**config.mk**
```make
export PLATFORM = sky130hd
export DESIGN_NAME = rdma_ack_coalescer
export DESIGN_NICKNAME = d
export VERILOG_FILES = /design/src/rtl/lynxTypes.sv /design/src/rtl/rdma_coal_timer.sv /design/src/rtl/rdma_ack_coalescer.sv
export SDC_FILE = /design/constraint.sdc
export NUM_CORES = 1
export LEC_CHECK = 0
export CAP_MARGIN = 20
export CORE_MARGIN = 2
export CORE_UTILIZATION = 40
export CTS_BUF_LIST = sky130_fd_sc_hd__clkbuf_4 sky130_fd_sc_hd__clkbuf_8
export DETAILED_ROUTE_END_ITERATION = 12
export HOLD_SLACK_MARGIN = 0.12
export SLEW_MARGIN = 20
export SYNTH_ARGS = -nofsm -noshare
export SYNTH_HDL_FRONTEND = slang
export SYNTH_HIERARCHICAL = 1
export SYNTH_SLANG_ARGS = --single-unit
```
**constraint.sdc**
```tcl
create_clock -name aclk -period 6.6 [get_ports aclk]
set_input_delay 0.99 -clock aclk [delete_from_list [all_inputs] [get_ports aclk]]
set_output_delay 0.99 -clock aclk [all_outputs]
set_load 0.05 [all_outputs]
```
**src/rtl/lynxTypes.sv**
```systemverilog
// Shared types for the RDMA ACK/NAK meta path and the ACK coalescer.
// Key equality deliberately ignores nak and cnt: only (vfid, pid, rd) identify a group.
package lynxTypes;

    localparam int RDMA_ACK_CNT_BITS = 4;
    localparam int RDMA_VFID_BITS    = 4;
    localparam int RDMA_PID_BITS     = 6;

    typedef struct packed {
        logic [RDMA_VFID_BITS-1:0] vfid;
        logic [RDMA_PID_BITS-1:0]  pid;
        logic                      rd;
        logic                      nak;
    } rdma_ack_t;

    typedef struct packed {
        rdma_ack_t                    ack;
        logic [RDMA_ACK_CNT_BITS-1:0] cnt;
    } rdma_ack_coal_t;

    typedef enum logic {
        ST_EMPTY = 1'b0,
        ST_ACC   = 1'b1
    } coal_state_e;

    function automatic logic rdma_ack_key_eq(rdma_ack_t a, rdma_ack_t b);
        return (a.vfid == b.vfid) && (a.pid == b.pid) && (a.rd == b.rd);
    endfunction

endpackage

```
**src/rtl/rdma_coal_timer.sv**
```systemverilog
// Saturating idle counter for the coalescer accumulator.
// expire_o stays high once the count reaches TIMEOUT-1 until the next clear.
module rdma_coal_timer #(
    parameter int TIMEOUT = 16
) (
    input  logic aclk,
    input  logic areset,
    input  logic clr_i,
    input  logic inc_i,
    output logic expire_o
);

    localparam int            TW   = (TIMEOUT > 1) ? $clog2(TIMEOUT) : 1;
    localparam logic [TW-1:0] LAST = TW'(TIMEOUT - 1);

    logic [TW-1:0] cnt_q;
    logic [TW-1:0] cnt_d;

    always_comb begin
        cnt_d = cnt_q;
        if (clr_i) begin
            cnt_d = '0;
        end else if (inc_i && (cnt_q != LAST)) begin
            cnt_d = cnt_q + TW'(1);
        end
    end

    always_ff @(posedge aclk or posedge areset) begin
        if (areset) begin
            cnt_q <= '0;
        end else begin
            cnt_q <= cnt_d;
        end
    end

    assign expire_o = (cnt_q == LAST);

endmodule

```
**src/rtl/rdma_ack_coalescer.sv**
```systemverilog
// Merges back-to-back ACKs sharing (vfid, pid, rd) into one beat with a count.
// NAKs and beats loaded while coal_en=0 are marked forced: they never merge and flush next cycle.
module rdma_ack_coalescer
    import lynxTypes::*;
#(
    parameter int TIMEOUT  = 16,
    parameter int MAX_COAL = 8
) (
    input  logic           aclk,
    input  logic           areset,
    input  logic           coal_en,
    input  logic           s_ack_valid,
    output logic           s_ack_ready,
    input  rdma_ack_t      s_ack_data,
    output logic           m_ack_valid,
    input  logic           m_ack_ready,
    output rdma_ack_coal_t m_ack_data,
    output logic [31:0]    stat_merged
);

    localparam int                 CW      = RDMA_ACK_CNT_BITS;
    localparam logic [CW-1:0]      MAX_CNT = CW'(MAX_COAL);

    coal_state_e    state_q, state_d;
    rdma_ack_t      acc_q, acc_d;
    logic [CW-1:0]  acc_cnt_q, acc_cnt_d;
    logic           acc_force_q, acc_force_d;
    logic           out_v_q, out_v_d;
    rdma_ack_coal_t out_q, out_d;
    logic [31:0]    stat_q, stat_d;

    logic acc_v;
    logic out_free;
    logic merge_ok;
    logic accept;
    logic flush;
    logic timer_clr;
    logic timer_inc;
    logic timer_expire;

    rdma_coal_timer #(
        .TIMEOUT (TIMEOUT)
    ) u_timer (
        .aclk     (aclk),
        .areset   (areset),
        .clr_i    (timer_clr),
        .inc_i    (timer_inc),
        .expire_o (timer_expire)
    );

    assign acc_v    = (state_q == ST_ACC);
    assign out_free = !out_v_q || m_ack_ready;
    assign merge_ok = acc_v && !acc_force_q && coal_en && !s_ack_data.nak &&
                      rdma_ack_key_eq(s_ack_data, acc_q) && (acc_cnt_q < MAX_CNT);
    // A non-mergeable beat is only taken when acc can move to out in the same edge.
    assign s_ack_ready = !areset && (!acc_v || merge_ok || out_free);
    assign accept      = s_ack_valid && s_ack_ready;
    assign flush       = acc_v && !accept && out_free &&
                         (acc_force_q || (acc_cnt_q == MAX_CNT) || timer_expire);

    always_comb begin
        state_d     = state_q;
        acc_d       = acc_q;
        acc_cnt_d   = acc_cnt_q;
        acc_force_d = acc_force_q;
        out_v_d     = out_v_q;
        out_d       = out_q;
        stat_d      = stat_q;
        timer_clr   = 1'b0;
        timer_inc   = 1'b0;

        if (out_v_q && m_ack_ready) begin
            out_v_d = 1'b0;
        end

        case (state_q)
            ST_EMPTY: begin
                if (accept) begin
                    acc_d       = s_ack_data;
                    acc_cnt_d   = CW'(1);
                    acc_force_d = s_ack_data.nak || !coal_en;
                    timer_clr   = 1'b1;
                    state_d     = ST_ACC;
                end
            end
            ST_ACC: begin
                if (accept && merge_ok) begin
                    acc_cnt_d = acc_cnt_q + CW'(1);
                    stat_d    = stat_q + 32'd1;
                    timer_clr = 1'b1;
                end else if (accept) begin
                    out_d       = '{ack: acc_q, cnt: acc_cnt_q};
                    out_v_d     = 1'b1;
                    acc_d       = s_ack_data;
                    acc_cnt_d   = CW'(1);
                    acc_force_d = s_ack_data.nak || !coal_en;
                    timer_clr   = 1'b1;
                end else if (flush) begin
                    out_d   = '{ack: acc_q, cnt: acc_cnt_q};
                    out_v_d = 1'b1;
                    state_d = ST_EMPTY;
                end else begin
                    timer_inc = 1'b1;
                end
            end
            default: begin
                state_d = ST_EMPTY;
            end
        endcase
    end

    always_ff @(posedge aclk or posedge areset) begin
        if (areset) begin
            state_q     <= ST_EMPTY;
            acc_q       <= '0;
            acc_cnt_q   <= '0;
            acc_force_q <= 1'b0;
            out_v_q     <= 1'b0;
            out_q       <= '0;
            stat_q      <= '0;
        end else begin
            state_q     <= state_d;
            acc_q       <= acc_d;
            acc_cnt_q   <= acc_cnt_d;
            acc_force_q <= acc_force_d;
            out_v_q     <= out_v_d;
            out_q       <= out_d;
            stat_q      <= stat_d;
        end
    end

    assign m_ack_valid = out_v_q;
    assign m_ack_data  = out_q;
    assign stat_merged = stat_q;

endmodule

```
==> summary.md, run 1 <==
### Finish
* **final core utilization** 53.5%
* **total area of multi-input combinational cells** 0.00156 mm²
* **fraction of layout cells with a size suffix above 1** 17.2%
* **final net count** 376
* **area delta synth->final** 29.1%
* **post-route insts no fill** 465
* **Ant. Diodes** 0
* **most common library cell in the layout ignoring fill and taps** dfrtp_1
* **post-route standard cell area excluding fillers** 0.00440 mm²
* **combined flip-flop and latch cell area** 0.00178 mm²
* **highest-count cells in the layout ignoring fill and taps** dfrtp_1 (71), clkdlybuf4s50_1 (66), xnor2_1 (28)
* **number of filler instances in the final layout** 744

### Synthesis
* **Post-synth EDFFs** 0
* **fraction of registers with async set/reset** 100%
* **fraction of the yosys area taken by sequential cells** 52.1%
* **Post-Syn Nets** 303
* **share of Yosys cell area claimed by the top area cell type** 52.1%
* **most area-consuming cells after synthesis** dfrtp_1 (52%), xnor2_1 (7.2%), mux2_4 (6.2%)
* **number of distinct library cells after synthesis** 43
* **combined area of all synthesized cells** 0.00341 mm²
* **per-instance average area after synthesis** 12.1 µm²
* **dominant register cell in the synthesized netlist** dfrtp_1
* **cell accounting for the most synthesized area** dfrtp_1
* **Gate Count Post-Synth** 282
* **Yosys warning total** 6
* **number of synthesized register bits** 71

### Die
* **Total Die Area** 0.00927 mm²
* **initial core utilization** 41.5%
* **FP Rows** 33
* **Die Span Y** 96.3 µm
* **I/O pin cnt** 67
* **die span in x** 96.3 µm
* **core footprint** 0.00822 mm²

### Clock network
* **number of sinks driven by the clock tree** 71
* **level count of the clock H-tree** 3
* **number of buffers added to fix hold violations after cts** 0
* **total of cells resized after clock tree synthesis** 0
* **root buffer selected by CTS** clkbuf_8
* **TritonCTS clock tree** done
* **CTS max path bufs** 2
* **CTS clock-pin slew for the worst setup and hold paths** 0.08 ns
* **Clock Latency Late Sink** 0.35 ns
* **number of buffers inserted by post-CTS setup repair** 0
* **TritonCTS buffer count** 9

### Placed design
* **port bufs** 66
* **placer congestion estimate** 0.767
* **Placement Setup Slack** 2.26 ns
* **post-detailed-placement half-perimeter wirelength** 4.69 mm
* **number of placed instances, taps included** 449
* **placed standard-cell area** 0.00417 mm²

### STA
* **Finish-stage setup viols** 0
* **worst-case headroom to the max-slew limit** 31.2%
* **shortest clock period the worst path allows after layout** 4.34 ns
* **final setup margin** 2.26 ns
* **post-route fraction of the period consumed by the critical path** 65.7%
* **slew of the pin with the lowest slew margin** 1.02 ns
* **Hold Vio Cnt, Final** 0
* **Layout Skew** 0.00877 ns
* **hold slack** 0.471 ns
* **Slew Limit Fails** 0
* **RSZ-0062 raised after global routing** no
* **total negative slack** 0 ns
* **fmax** 230 MHz

### Worst setup path
* **Worst setup SP type** primary input
* **type of the setup path with the least slack** in2out
* **maximum cell stage delay along the critical path** 0.80 ns
* **CP endpoint kind** primary output
* **number of buffers and inverters on the critical path** 2
* **cell family with most CP delay** buffers and inverters
* **arrival time of data at the critical path endpoint** 3.35 ns
* **cell breakdown of the critical path** clkdlybuf4s50_1 > xnor2_1 > nand4_1 > nor4_4 > nor2_1 > nor2_1 > clkdlybuf4s50_1
* **slowest library cell on the worst path** clkdlybuf4s50_1
* **required arrival time at the worst endpoint** 5.61 ns
* **highest net fanout along the worst path** 7

### Power and ir drop
* **part of the total power dissipated in combinational logic** 31.0%
* **switching share of total power** 33.5%
* **switching power** 0.462 mW
* **cell-internal power** 0.914 mW
* **Clock power frac** 28.9%
* **sequential cell fraction of total power** 40.0%
* **power density over the cells** 313 mW/mm²
* **static leakage** 1.95 nW
* **post-layout power** 1.38 mW
* **worst voltage drop across the vdd grid** 0.192 mV

### Route
* **DRC violation count after routing** 0
* **post-route ant nets** 0
* **wire length after detailed routing** 6.76 mm
* **Routed wire per std cell** 14.5 µm
* **detailed router's first-iteration violation count** 82
* **total vias in the final route** 2327
* **post-detailed-route via-to-cell ratio** 5.00
* **first-pass iteration count of the detailed router** 4

### Global routing
* **leftover overflow at the end of global routing** 0
* **GRT Resource Usage Total** 16.3%
* **wire length of the first global-routing pass** 11.5 mm
* **via count of the first global-routing pass** 2360
* **initial antenna violation count** 0
* **pin count of the biggest net entering global routing** 68

### Hold path
* **class of the worst hold path** reg2reg

### Run
* **max cap viols** 0

### Outcome
* **result of the run** complete, no violations

-- synth_stat cells (3+ instances only) --
| library cell | number |
|---|---|
| xnor2_1 | 28 |
| nor2_1 | 15 |
| nand2b_1 | 3 |
| mux2_4 | 14 |
| mux2_2 | 15 |
| and4_1 | 3 |
| nand2_1 | 22 |
| ha_1 | 4 |
| and3_1 | 5 |
| nor2b_1 | 4 |
| nand3_1 | 13 |
| nor3_1 | 6 |
| inv_1 | 9 |
| xor2_1 | 16 |
| dfrtp_1 | 71 |
| nand4_1 | 13 |
| o21ai_0 | 7 |
-- cell families after synthesis --
kind of cell / count (synthesis) / share of synthesized area (%)
AOI/OAI and AO/OA: 13 / 2.28
xor gates and xnor gates: 44 / 11.3
adders and majority gates: 4 / 1.47
buffers and inverters: 14 / 2.17
DFF: 71 / 52.1
muxes: 31 / 11.7
and+or+nand+nor: 105 / 18.9
-- final cells by class --
cell class / count / share of cell area (%)
Inverter: 9 / 0.768
Clock inverter: 5 / 1.82
Timing Repair Buffer: 67 / 15.2
Multi-Input combinational cell: 197 / 35.4
Tap cell: 105 / 2.99
Clock buffer: 11 / 3.44
Sequential cell: 71 / 40.4
-- sequential cells by signal, summed over array words and instances (netlist names) --
name           flops
acc_q             12
u_timer/cnt_q      4
acc_force_q        1
stat_merged       32
acc_cnt_q          4
m_ack_valid        1
m_ack_data        16
acc_v              1
-- layer usage --
| layer | vias to the layer above | global-route usage (%) | part of all wire (%) |
|---|---|---|---|
| met5 | - | 0 | 0 |
| met4 | 0 | 4.11 | 0.98 |
| li1 | 1133 | - | - |
| met1 | 1131 | 20.6 | 46 |
| met3 | 7 | 5.95 | 5.7 |
| met2 | 56 | 26.6 | 48 |
-- worst reg2reg max path: stages, from the launching register on --
cell     delay (ns)
dfrtp_1        0.41
ha_1           0.24
and3_4         0.21
or4_1          0.57
o21ai_0        0.09
and2_1         0.20
nand4_1        0.13
or2_2          0.28
a21oi_1        0.14
-- power by group through the flow --
| stage | registers (mW) | logic [mW] | clock network, mW |
|---|---|---|---|
| floorplan | 0.701 | 0.157 | 0 |
| global placement | 0.558 | 0.428 | 0 |
| detailed placement | 0.559 | 0.431 | 0 |
| CTS | 0.552 | 0.432 | 0.412 |
| global route | 0.560 | 0.453 | 0.430 |
| finish | 0.551 | 0.427 | 0.398 |
-- worst paths after layout --
check,startpoint,end,slack [ns],cells past startpoint
worst max-delay path,s_ack_data[9],s_ack_ready,2.26,7
worst min-delay path,stat_merged[31]$_DFFE_PP0P_,stat_merged[31]$_DFFE_PP0P_,0.47,1
worst min register to register,stat_merged[31]$_DFFE_PP0P_,stat_merged[31]$_DFFE_PP0P_,0.47,1
min in group asynchronous,areset,u_timer/cnt_q[3]$_DFFE_PP0P_,0.95,2
worst max register to register,u_timer/cnt_q[0]$_DFFE_PP0P_,u_timer/cnt_q[3]$_DFFE_PP0P_,4.27,8
max in group asynchronous,areset,m_ack_data[14]$_DFFE_PP0P_,4.71,3
No activity file was read; power rests on OpenSTA's default activity.
==> run 2: changes to the inputs <==
==> constraint.sdc (replaced) <==
create_clock -name aclk -period 4.51 [get_ports aclk]
set_input_delay 0.6765 -clock aclk [delete_from_list [all_inputs] [get_ports aclk]]
set_output_delay 0.6765 -clock aclk [all_outputs]
set_load 0.05 [all_outputs]
==> run 2 against run 1 <==
Sequential cell count did not move. Power rose by 39%. Critical endpoint unchanged. Critical path depth rose by 1.
==> summary.md, run 2 (same netlist as run 1, synthesis figures left out) <==
### Hold path
* **worst hold path endpoint** stat_merged[31]$_DFFE_PP0P_
* **worst hold path startpoint** stat_merged[31]$_DFFE_PP0P_
* **class of the worst hold path** reg2reg
* **worst hold stages** 1, unchanged

### Finish
* **number of filler instances in the final layout** 725, -2.6%
* **post-route standard cell area excluding fillers** 0.00437 mm², -0.68%
* **final core utilization** 53.2%, -0.37 points
* **fraction of layout cells with a size suffix above 1** 17.5%, +0.23 points
* **final net count** 377, +0.27%
* **highest-count cells in the layout ignoring fill and taps** dfrtp_1 (71), clkdlybuf4s50_1 (66), xnor2_1 (28)
* **post-route insts no fill** 466, +0.22%
* **Ant. Diodes** 0, unchanged
* **area delta synth->final** 28.2%
* **most common library cell in the layout ignoring fill and taps** dfrtp_1
* **max FFs per register** 32, unchanged

### Route
* **post-route ant nets** 0, unchanged
* **wire length after detailed routing** 6.84 mm, +1.2%
* **total vias in the final route** 2320, -0.30%
* **Routed wire per std cell** 14.7 µm, +0.94%
* **first-pass iteration count of the detailed router** 5, +1
* **DRC violation count after routing** 0, unchanged
* **detailed router's first-iteration violation count** 59, -28%
* **post-detailed-route via-to-cell ratio** 4.98, -0.51%

### Placed design
* **number of placed instances, taps included** 450, +0.22%
* **placed standard-cell area** 0.00417 mm², +0.18%
* **placer congestion estimate** 0.750, -2.2%
* **port bufs** 66, unchanged
* **post-detailed-placement half-perimeter wirelength** 4.77 mm, +1.6%

### Power and ir drop
* **sequential cell fraction of total power** 42.0%, +2.0 points
* **part of the total power dissipated in combinational logic** 32.6%, +1.6 points
* **power density over the cells** 439 mW/mm², +40%
* **Clock power frac** 25.4%, -3.5 points
* **cell-internal power** 1.26 mW, +37%
* **worst voltage drop across the vdd grid** 0.341 mV, +78%
* **static leakage** 1.95 nW, -0.13%
* **switching power** 0.663 mW, +44%
* **switching share of total power** 34.6%, +1.0 points

### Worst setup path
* **capture point of the worst reg-to-reg path** u_timer/cnt_q[3]$_DFFE_PP0P_
* **CP endpoint kind** primary output
* **required arrival time at the worst endpoint** 3.83 ns, -1.78 ns
* **highest net fanout along the worst path** 7, unchanged
* **setup slack of the worst register-to-register path** 2.18 ns, -2.09 ns
* **Worst setup SP type** primary input
* **r2r worst-path depth** 8, unchanged
* **Reg2Reg Launch Point** u_timer/cnt_q[0]$_DFFE_PP0P_
* **cell breakdown of the critical path** clkdlybuf4s50_1 > xnor2_1 > nand4_1 > nor4_4 > buf_4 > nor2_1 > nor2_1 > clkdlybuf4s50_1
* **arrival time of data at the critical path endpoint** 3.01 ns, -0.34 ns
* **type of the setup path with the least slack** in2out
* **slowest library cell on the worst path** clkdlybuf4s50_1
* **maximum cell stage delay along the critical path** 0.80 ns, about the same

### Global routing
* **via count of the first global-routing pass** 2404, +1.9%
* **initial antenna violation count** 0, unchanged
* **leftover overflow at the end of global routing** 0, unchanged
* **wire length of the first global-routing pass** 11.8 mm, +2.1%
* **pin count of the biggest net entering global routing** 43, -37%
* **GRT Resource Usage Total** 16.6%, +0.28 points

### Die
* **I/O pin cnt** 67, unchanged
* **initial core utilization** 41.5%, unchanged
* **Total Die Area** 0.00927 mm², unchanged
* **core footprint** 0.00822 mm², unchanged
* **die span in x** 96.3 µm, unchanged
* **FP Rows** 33, unchanged
* **Die Span Y** 96.3 µm, unchanged

### STA
* **Slew Limit Fails** 0, unchanged
* **hold slack** 0.470 ns, -0.00123 ns
* **worst-case headroom to the max-slew limit** 31.9%, +0.73 points
* **slew of the pin with the lowest slew margin** 1.01 ns, -0.0108 ns
* **Hold Vio Cnt, Final** 0, unchanged
* **total negative slack** 0 ns, unchanged
* **RSZ-0062 raised after global routing** no
* **Layout Skew** 0.00838 ns, -0.000391 ns
* **shortest clock period the worst path allows after layout** 3.68 ns
* **post-route fraction of the period consumed by the critical path** 81.7%
* **Finish-stage setup viols** 0, unchanged
* **fmax** 271 MHz

### Clock network
* **CTS max path bufs** 2, unchanged
* **CTS clock-pin slew for the worst setup and hold paths** 0.07 ns, about the same
* **level count of the clock H-tree** 3, unchanged
* **TritonCTS clock tree** done
* **number of buffers inserted by post-CTS setup repair** 0, unchanged
* **number of buffers added to fix hold violations after cts** 0, unchanged
* **number of sinks driven by the clock tree** 71, unchanged
* **root buffer selected by CTS** clkbuf_8
* **TritonCTS buffer count** 9, unchanged
* **Clock Latency Late Sink** 0.34 ns, about the same
* **total of cells resized after clock tree synthesis** 0, unchanged

### Outcome
* **result of the run** complete, no violations

### Run
* **max cap viols** 0, unchanged

==> run 2: cell types whose count changed in the layout (fill, tap and decap cells not counted), sizes merged <==
cell,change
clkbuf,+3
bufinv,-2
clkinvlp,-2
buf,+1
clkinv,+1
==> run 2: worst max path at each step <==
stage,from,endpoint,slack [ns],depth (start not counted)
after floorplan,s_ack_data[9],s_ack_ready,1.72,5
after global placement,s_ack_data[9],s_ack_ready,0.88,8
after detailed placement,s_ack_data[9],s_ack_ready,0.88,8
after CTS,s_ack_data[9],s_ack_ready,0.82,8
after global routing,s_ack_data[9],s_ack_ready,0.70,8
final,s_ack_data[9],s_ack_ready,0.83,8
==> run 2: power groups by stage <==
stage / combinational [mW] / sequential, mW / clock [mW]
final: 0.625 / 0.806 / 0.488
after floorplan: 0.229 / 1.03 / 0
after global placement: 0.625 / 0.818 / 0
after CTS: 0.633 / 0.808 / 0.506
after global routing: 0.662 / 0.821 / 0.524
after detailed placement: 0.628 / 0.818 / 0
==> run 2: routing by layer <==
layer | wire length [µm] | GRT usage, %
met1 | 3240 | 21.9
met4 | 37 | 6.57
met3 | 331 | 3.21
met2 | 3230 | 27.0
met5 | 0 | 0
==> run 2: cell type report <==
class | instances | area [µm²] | area share [%]
inverters | 9 | 33.8 | 0.773
clock inverters | 2 | 13.8 | 0.315
clock buffers | 14 | 180 | 4.12
repair buffers | 68 | 676 | 15.5
multi-input cells | 197 | 1560 | 35.6
flip-flops and latches | 71 | 1780 | 40.7
well taps | 105 | 131 | 3.01
==> run 2: worst max-delay path, delay by kind of cell <==
family | cells | cell delay [ns]
xor+xnor | 1 | 0.25
buf+inv | 3 | 1.46
simple gates | 4 | 0.63
==> run 2: stage by stage <==
| step | power (mW) | worst slack [ns] |
|---|---|---|
| finish | 1.92 | 0.826 |
| global route | 2.01 | 0.699 |
| CTS | 1.95 | 0.821 |
| detailed placement | 1.45 | 0.876 |
| global placement | 1.44 | 0.877 |
| floorplan | 1.26 | 1.72 |
